$ cat src/rtl/mult_8bit_seq.sv
// Sequential 8x8 unsigned shift-and-add multiplier: one iteration per clock, 8 iterations per product.
// Shares a single ripple-style adder_8bit between all iterations.

module adder_8bit (
  input  logic [7:0] a,
  input  logic [7:0] b,
  input  logic       c_in,
  output logic [7:0] sum,
  output logic       c_out
);
  logic [8:0] w_full;

  assign w_full = {1'b0, a} + {1'b0, b} + {8'b0, c_in};
  assign sum    = w_full[7:0];
  assign c_out  = w_full[8];
endmodule

module mult_8bit_seq (
  input  logic        clk,
  input  logic        rst,
  input  logic        start,
  input  logic [7:0]  a,
  input  logic [7:0]  b,
  output logic        busy,
  output logic        done,
  output logic [15:0] product
);
  // state | meaning
  // IDLE  | waiting for start, registers hold
  // BUSY  | eight shift-and-add iterations
  // DONE  | product valid, one-cycle done pulse
  typedef enum logic [1:0] {IDLE, BUSY, DONE} state_t;

  state_t      r_state, w_state_nxt;
  logic [7:0]  r_mcand;
  logic [7:0]  r_acc_hi;
  logic [7:0]  r_acc_lo;
  logic [2:0]  r_cnt;
  logic [15:0] r_product;

  logic [7:0]  w_add_b;
  logic [7:0]  w_sum;
  logic        w_cout;
  logic [7:0]  w_hi_nxt;
  logic [7:0]  w_lo_nxt;
  logic        w_last;

  assign w_add_b  = r_acc_lo[0] ? r_mcand : 8'h00;
  assign w_hi_nxt = {w_cout, w_sum[7:1]};
  assign w_lo_nxt = {w_sum[0], r_acc_lo[7:1]};
  assign w_last   = (r_cnt == 3'd7);

  adder_8bit u_adder (
    .a     (r_acc_hi),
    .b     (w_add_b),
    .c_in  (1'b0),
    .sum   (w_sum),
    .c_out (w_cout)
  );

  always_ff @(posedge clk or posedge rst) begin
    if (rst) r_state <= IDLE;
    else     r_state <= w_state_nxt;
  end

  always_comb begin
    w_state_nxt = r_state;
    busy        = 1'b0;
    done        = 1'b0;
    case (r_state)
      IDLE: if (start) w_state_nxt = BUSY;
      BUSY: begin
        busy = 1'b1;
        if (w_last) w_state_nxt = DONE;
      end
      DONE: begin
        done        = 1'b1;
        w_state_nxt = IDLE;
      end
      default: w_state_nxt = IDLE;
    endcase
  end

  always_ff @(posedge clk or posedge rst) begin
    if (rst) begin
      r_mcand   <= 8'h00;
      r_acc_hi  <= 8'h00;
      r_acc_lo  <= 8'h00;
      r_cnt     <= 3'd0;
      r_product <= 16'h0000;
    end else begin
      case (r_state)
        IDLE: if (start) begin
          r_mcand  <= a;
          r_acc_lo <= b;
          r_acc_hi <= 8'h00;
          r_cnt    <= 3'd0;
        end
        BUSY: begin
          r_acc_hi <= w_hi_nxt;
          r_acc_lo <= w_lo_nxt;
          // 7 -> 0 wrap lines up with leaving BUSY
          r_cnt    <= r_cnt + 3'd1;
          if (w_last) r_product <= {w_hi_nxt, w_lo_nxt};
        end
        default: ;
      endcase
    end
  end

  assign product = r_product;
endmodule

$ cat config.mk
export PLATFORM = sky130hd
export DESIGN_NAME = mult_8bit_seq
export DESIGN_NICKNAME = d
export VERILOG_FILES = /design/src/rtl/mult_8bit_seq.sv
export SDC_FILE = /design/constraint.sdc
export NUM_CORES = 1
export LEC_CHECK = 0
export BUFFER_PORTS_ARGS = -buffer_cell sky130_fd_sc_hd__buf_2
export CORE_MARGIN = 4
export CORE_UTILIZATION = 45
export DETAILED_ROUTE_END_ITERATION = 8
export MAX_ROUTING_LAYER = met4
export PLACE_DENSITY = 0.66
export SLEW_MARGIN = 10
export SYNTH_ARGS = -nofsm -noshare
export SYNTH_HDL_FRONTEND = slang
export SYNTH_SLANG_ARGS = --single-unit
$ cat constraint.sdc
create_clock -name clk -period 2.6 [get_ports clk]
set_clock_uncertainty 0.15 [all_clocks]
set_input_delay 0.13 -clock clk [delete_from_list [all_inputs] [get_ports clk]]
set_output_delay 0.13 -clock clk [all_outputs]
set_load 0.03 [all_outputs]
==> results.yml, run 1 <==
drt:
  via_count: 1580
  drt_iter0_drc: 58
  ant_nets: 0
  drt_pass1_iterations: 4
  wire_per_inst_um: 14.3
  vias_per_cell: 5.15
  drt-total-wl_um: 4400
  post-route-drc-count: 0
timing:
  rsz0062_at_grt: "no"
  setup-violations-final: 0
  slew_violations: 0
  period_needed_ps: 2390
  worstMarginPinSlew_ps: 587
  max_clock_freq_ghz: 0.419
  relSlewSlack_pct: 60.8
  hold_violations: 0
  tns_ps: 0
  final.period_utilization_pct: 91.8
yosys:
  seq_area_frac_synth_pct: 50.4
  synth-seq-cells: 45
  ys_types: 42
  synth.cell_area_mm2: 0.00223
  synth_flop_cell: "dfrtp_1"
  synth_top_area_share_pct: 50.4
  syn-instance-count: 190
  ys_top_cells_by_area: "dfrtp_1, mux2_2, ha_1"
  async_reset_ff_share_pct: 100
  ys_warn_count: 0
  syn_area_per_cell_um2: 11.7
  synth-edff-count: 0
  syn_nets: 220
  yosysTopAreaCell: "dfrtp_1"
worst_hold_path:
  hold_end: "r_acc_lo[4]"
  worstHoldPathCells: 4
  hp-class: "input port to flip-flop"
  hp-start: "b[4]"
grt:
  grt_pass1_wl_um: 7780
  grt_start_max_net_pins: 46
  grt_pass1_vias: 1655
  grt.overflow.total: 0
  antenna_found_initial: 0
  track_usage_pct: 16.4
die:
  die_x_um: 78.4
  die_area_mm2: 0.00615
  start_util_pct: 46.9
  die-height_um: 78.4
  io_pins: 37
  std_cell_rows: 25
  core_mm2: 0.00475
final_layout:
  syn_to_final_growth_pct: 18.3
  n_antenna_cell: 0
  seq_area_mm2: 0.00113
  fin_cells: 307
  fillCellCount: 456
  multi_input_area_mm2: 0.00102
  drive_gt1_share_pct: 30.0
  finalNetCount: 269
worst_setup_path:
  crit_path_start_kind: "flip-flop"
  reg2reg_slack_ps: 210
  critPathCaptureType: "flip-flop"
  rr_startpoint: "r_acc_lo[0]"
  worstPathArrival_ps: 2420
  reg2reg_depth: 7
  r2r-end: "product[11]"
  worst-setup-path-type: "flip-flop to flip-flop"
  cp_max_fo: 6
  required_ps: 2630
outcome:
  outcome: "complete, no violations"
placement:
  gp_congestion: 0.838
  dp.cells: 289
  port_buffers: 36
  dpl.hpwl_um: 3090
power:
  ir_worst_vdd_v: 0.000500
  p_per_area_mw_per_mm2: 1160
  total_leakage_power_uw: 0.00127
clock_network:
  cts_max_level: 2
  clock-root-buffer: "clkbuf_8"
  clk_latency_ps: 290
  cts.clk_slew.worst_paths_ps: 80
  clock-sinks: 45
  cts_tree: "done"
  cts_buffer_depth: 2
  cts_buffers: 5
flow_run:
  cap_violations: 0
[cell usage after synthesis (all sizes together) (3+ instances only)]
cell     n
ha      10
a22o     6
and3b    7
o21ai   15
dfrtp   45
mux2    20
and2     9
a21oi   16
nand2   15
xnor2    3
nor3     3
buf      5
clkbuf   4
[cell usage in the layout, fill, tap and decap left out, drive strengths merged, types with 2 or more instances in the layout]
cell type    count
dfrtp           45
buf             41
mux2            20
a21oi           16
nand2           15
o21ai           15
ha              10
dlygate4sd3     10
and2             9
clkbuf           8
and3b            7
a22o             6
xnor2            3
nor3             3
clkinv           2
o21bai           2
or4              2
nand3            2
nor2             2
o31ai            2
a21o             2
a211oi           2
nor3b            2
[logic make-up (layout without fill, tap and decap cells)]
family	Yosys count	after routing	synth area share, %
multiplexers	21	21	10.5
XOR/XNOR	4	4	1.57
buffers and inverters	12	62	3.76
adder cells (fa/ha/maj)	11	11	6.50
flip-flops	45	45	50.4
AO/OA/AOI/OAI	50	50	14.3
AND/OR/NAND/NOR	47	47	12.8
[area by class of cell]
type / instances / share of cell area [%]
tap: 67 / 3.17
timing repair buffer: 51 / 12.0
inverter: 3 / 0.426
sequential: 45 / 42.6
clock buffer: 8 / 3.03
multi-input combinational: 133 / 38.7
[timing repair]
action | CTS | global route
hold endpoints to repair | 54 | 0
hold buffers | 10 | 0
buffers inserted | 0 | 0
gates resized for setup | 0 | 0
[worst max path at each step]
stage                      from  cells after the start     endpoint
floorplan           r_acc_lo[0]                      7  product[11]
global placement    r_acc_lo[0]                      7  product[11]
detailed placement  r_acc_lo[0]                      7  product[11]
CTS                 r_acc_lo[0]                      7  product[11]
global route        r_acc_lo[0]                      7  product[11]
finish              r_acc_lo[0]                      7  product[11]
[registers in the layout, indices dropped and copies added (netlist names)]
signal and count:
product 16, r_acc_hi 8, r_acc_lo 8, r_cnt 3, r_mcand 8, r_state 2
[critical path, cell delays in order (launching register included)]
cell and delay, ps:
dfrtp_1 430, and2_1 180, ha_1 230, fa_1 410, a21o_2 240, a21oi_2 250
xnor2_1 130, mux2_2 270
[per-layer routing]
layer  share of wire (%)  global-route usage, %
met5                   0                      -
met4                 1.5                   4.72
met3                 5.2                   4.47
met2                  46                   24.7
met1                  48                   22.0
[where the power goes]
part	internal (uW)	switching, uW	total [uW]
Clock	191	221	412
Combinational	615	801	1420
Sequential	1010	212	1220
[stage by stage]
stage | total power (uW) | hold WS [ps] | setup WS [ps] | util [%] | cell area [um^2]
after CTS | 3080 | 94.4 | 201 | 55.6 | 2640
after global placement | 2620 | 153 | 274 | 51.8 | 2460
final | 3050 | 96.2 | 212 | 55.6 | 2640
after global routing | 3290 | 105 | 83.4 | 55.6 | 2640
after detailed placement | 2650 | 148 | 188 | 51.8 | 2460
after floorplan | 2320 | 132 | 361 | - | 2230
Power figures use the tool's default switching activity.
==> inputs of run 2 (changes only) <==
Settings changed: BUFFER_PORTS_ARGS -buffer_cell sky130_fd_sc_hd__buf_2 to default, DONT_BUFFER_PORTS from default to 1, HOLD_SLACK_MARGIN from default to 0.1, PLACE_DENSITY 0.66 to default.
==> run 2 against run 1 <==
  * Clock power increased by 5.1%
  * Global-route usage decreased by 0.059 points
  * Register-to-register slack about the same
  * Cell area decreased by 3.4%
  * Hold slack improved by 100 ps
  * Die area unchanged
  * Worst setup slack improved by 4.2 ps
  * Sequential share of layout area increased by 1.5 points
  * Critical endpoint unchanged
==> results.yml, run 2 (synthesized netlist as in run 1, its figures left out) <==
outcome:
  outcome: "complete, no violations"
die:
  core_mm2: 0.00475
  die_x_um: 78.4
  io_pins: 37
  die-height_um: 78.4
  std_cell_rows: 25
  die_area_mm2: 0.00615
  start_util_pct: 46.9
worst_setup_path:
  crit_path_max_incr_delay_ps: 420
  critical_path_cell_count: 7
  crit_chain: "and2_1 > ha_1 > fa_1 > a21o_2 > a21oi_2 > xnor2_1 > mux2_2"
  r2r-end: "product[11]"
  rr_startpoint: "r_acc_lo[0]"
  critPathLaunch: "r_acc_lo[0]"
  critPathTopFamily: "adder cells"
  critPathCaptureType: "flip-flop"
  worst-path-buf-inv: 0
  cp_max_fo: 6
  reg2reg_slack_ps: 220
  reg2reg_depth: 7
  critPathCapture: "product[11]"
  worstPathArrival_ps: 2410
  worst-setup-path-type: "flip-flop to flip-flop"
  critPathSlowestCell: "fa_1"
  crit_path_start_kind: "flip-flop"
  required_ps: 2630
timing:
  hold_violations: 0
  setup-violations-final: 0
  rsz0062_at_grt: "no"
  relSlewSlack_pct: 36.9
  layout_setup_ws_ps: 217
  final.period_utilization_pct: 91.7
  tns_ps: 0
  slew_violations: 0
  max_clock_freq_ghz: 0.420
  worstMarginPinSlew_ps: 941
  period_needed_ps: 2380
clock_network:
  cts_buffer_depth: 2
  cts_max_level: 2
  clock-sinks: 45
  clock-root-buffer: "clkbuf_8"
  holdBufCountCts: 17
  cts_buffers: 5
  clk_latency_ps: 290
  cts_tree: "done"
  post_cts_buffers: 0
  cts_resized: 0
  cts.clk_slew.worst_paths_ps: 80
grt:
  grt.overflow.total: 0
  use_met3_pct: 4.13
  grt.busiest_layer: "met2"
  grt_pass1_wl_um: 7570
  met1_usage_pct: 20.1
  grt_start_max_net_pins: 27
  met2_usage_pct: 25.6
  track_usage_pct: 16.4
  antenna_found_initial: 0
  grt_pass1_vias: 1555
flow_run:
  cap_violations: 0
drt:
  post-route-drc-count: 0
  via_count: 1540
  wire_per_inst_um: 16.0
  vias_per_cell: 5.52
  drt_iter0_drc: 69
  ant_nets: 0
  drt_pass1_iterations: 4
  drt-total-wl_um: 4460
final_layout:
  largest_register_ffs: 16
  drive_gt1_share_pct: 18.4
  layout_commonest_cell: "dfrtp_1"
  finalNetCount: 242
  syn_to_final_growth_pct: 14.3
  layout_common_cells: "dfrtp_1, mux2_2, dlygate4sd3_1"
  n_antenna_cell: 0
placement:
  dp_slack_ps: 245
  port_buffers: 0
  gp_congestion: 0.831
  dpl.hpwl_um: 3210
power:
  ir_worst_vdd_v: 0.000511
  total_leakage_power_uw: 0.00116
  power.total_uw: 3000
  p_per_area_mw_per_mm2: 1180
worst_hold_path:
  hp-class: "input port to flip-flop"
  worstHoldPathCells: 3
run 2: final cells by class:
class	instances	area, um^2
sequential	45	1130
multi-input combinational	133	1020
tap	67	83.8
inverter	3	11.3
fill	436	2200
timing repair buffer	24	223
clock buffer	7	86.3
run 2: tightest hold or removal path: cells and delay by family:
| kind | cells | cell delay, ps |
|---|---|---|
| AO/OA/AOI/OAI | 2 | 320 |
| AND/OR/NAND/NOR | 1 | 130 |
run 2: stage by stage:
step,hold slack [ps],cells,instance area [um^2],util (%)
2_1_floorplan,132,190,2230,-
3_3_place_gp,-21.9,255,2300,48.3
3_5_place_dp,-4.71,255,2300,48.3
4_1_cts,216,279,2550,53.7
5_1_grt,207,279,2550,53.7
6_report,198,279,2550,53.7
run 2: how the worst min path moves through the flow:
stage / slack [ps] / to / startpoint
after global routing: 210 / r_acc_lo[0] / b[0]
final: 200 / r_acc_lo[0] / b[0]
after global placement: -20 / r_mcand[7] / rst
after CTS: 220 / r_acc_lo[0] / b[0]
after detailed placement: -5 / product[0] / rst
after floorplan: 130 / r_mcand[0] / a[0]
run 2: per-layer routing:
layer | share of wire [%] | vias to the layer above
met2 | 47 | 40
met1 | 45 | 762
met5 | 0 | -
met4 | 2.0 | 0
li1 | - | 729
met3 | 5.8 | 9
run 2: power breakdown:
part           total (uW)  internal, uW  switching, uW  leakage [uW]
registers            1430          1010            422      0.000561
clock network         433           211            222     0.0000443
logic                1140           562            574      0.000554
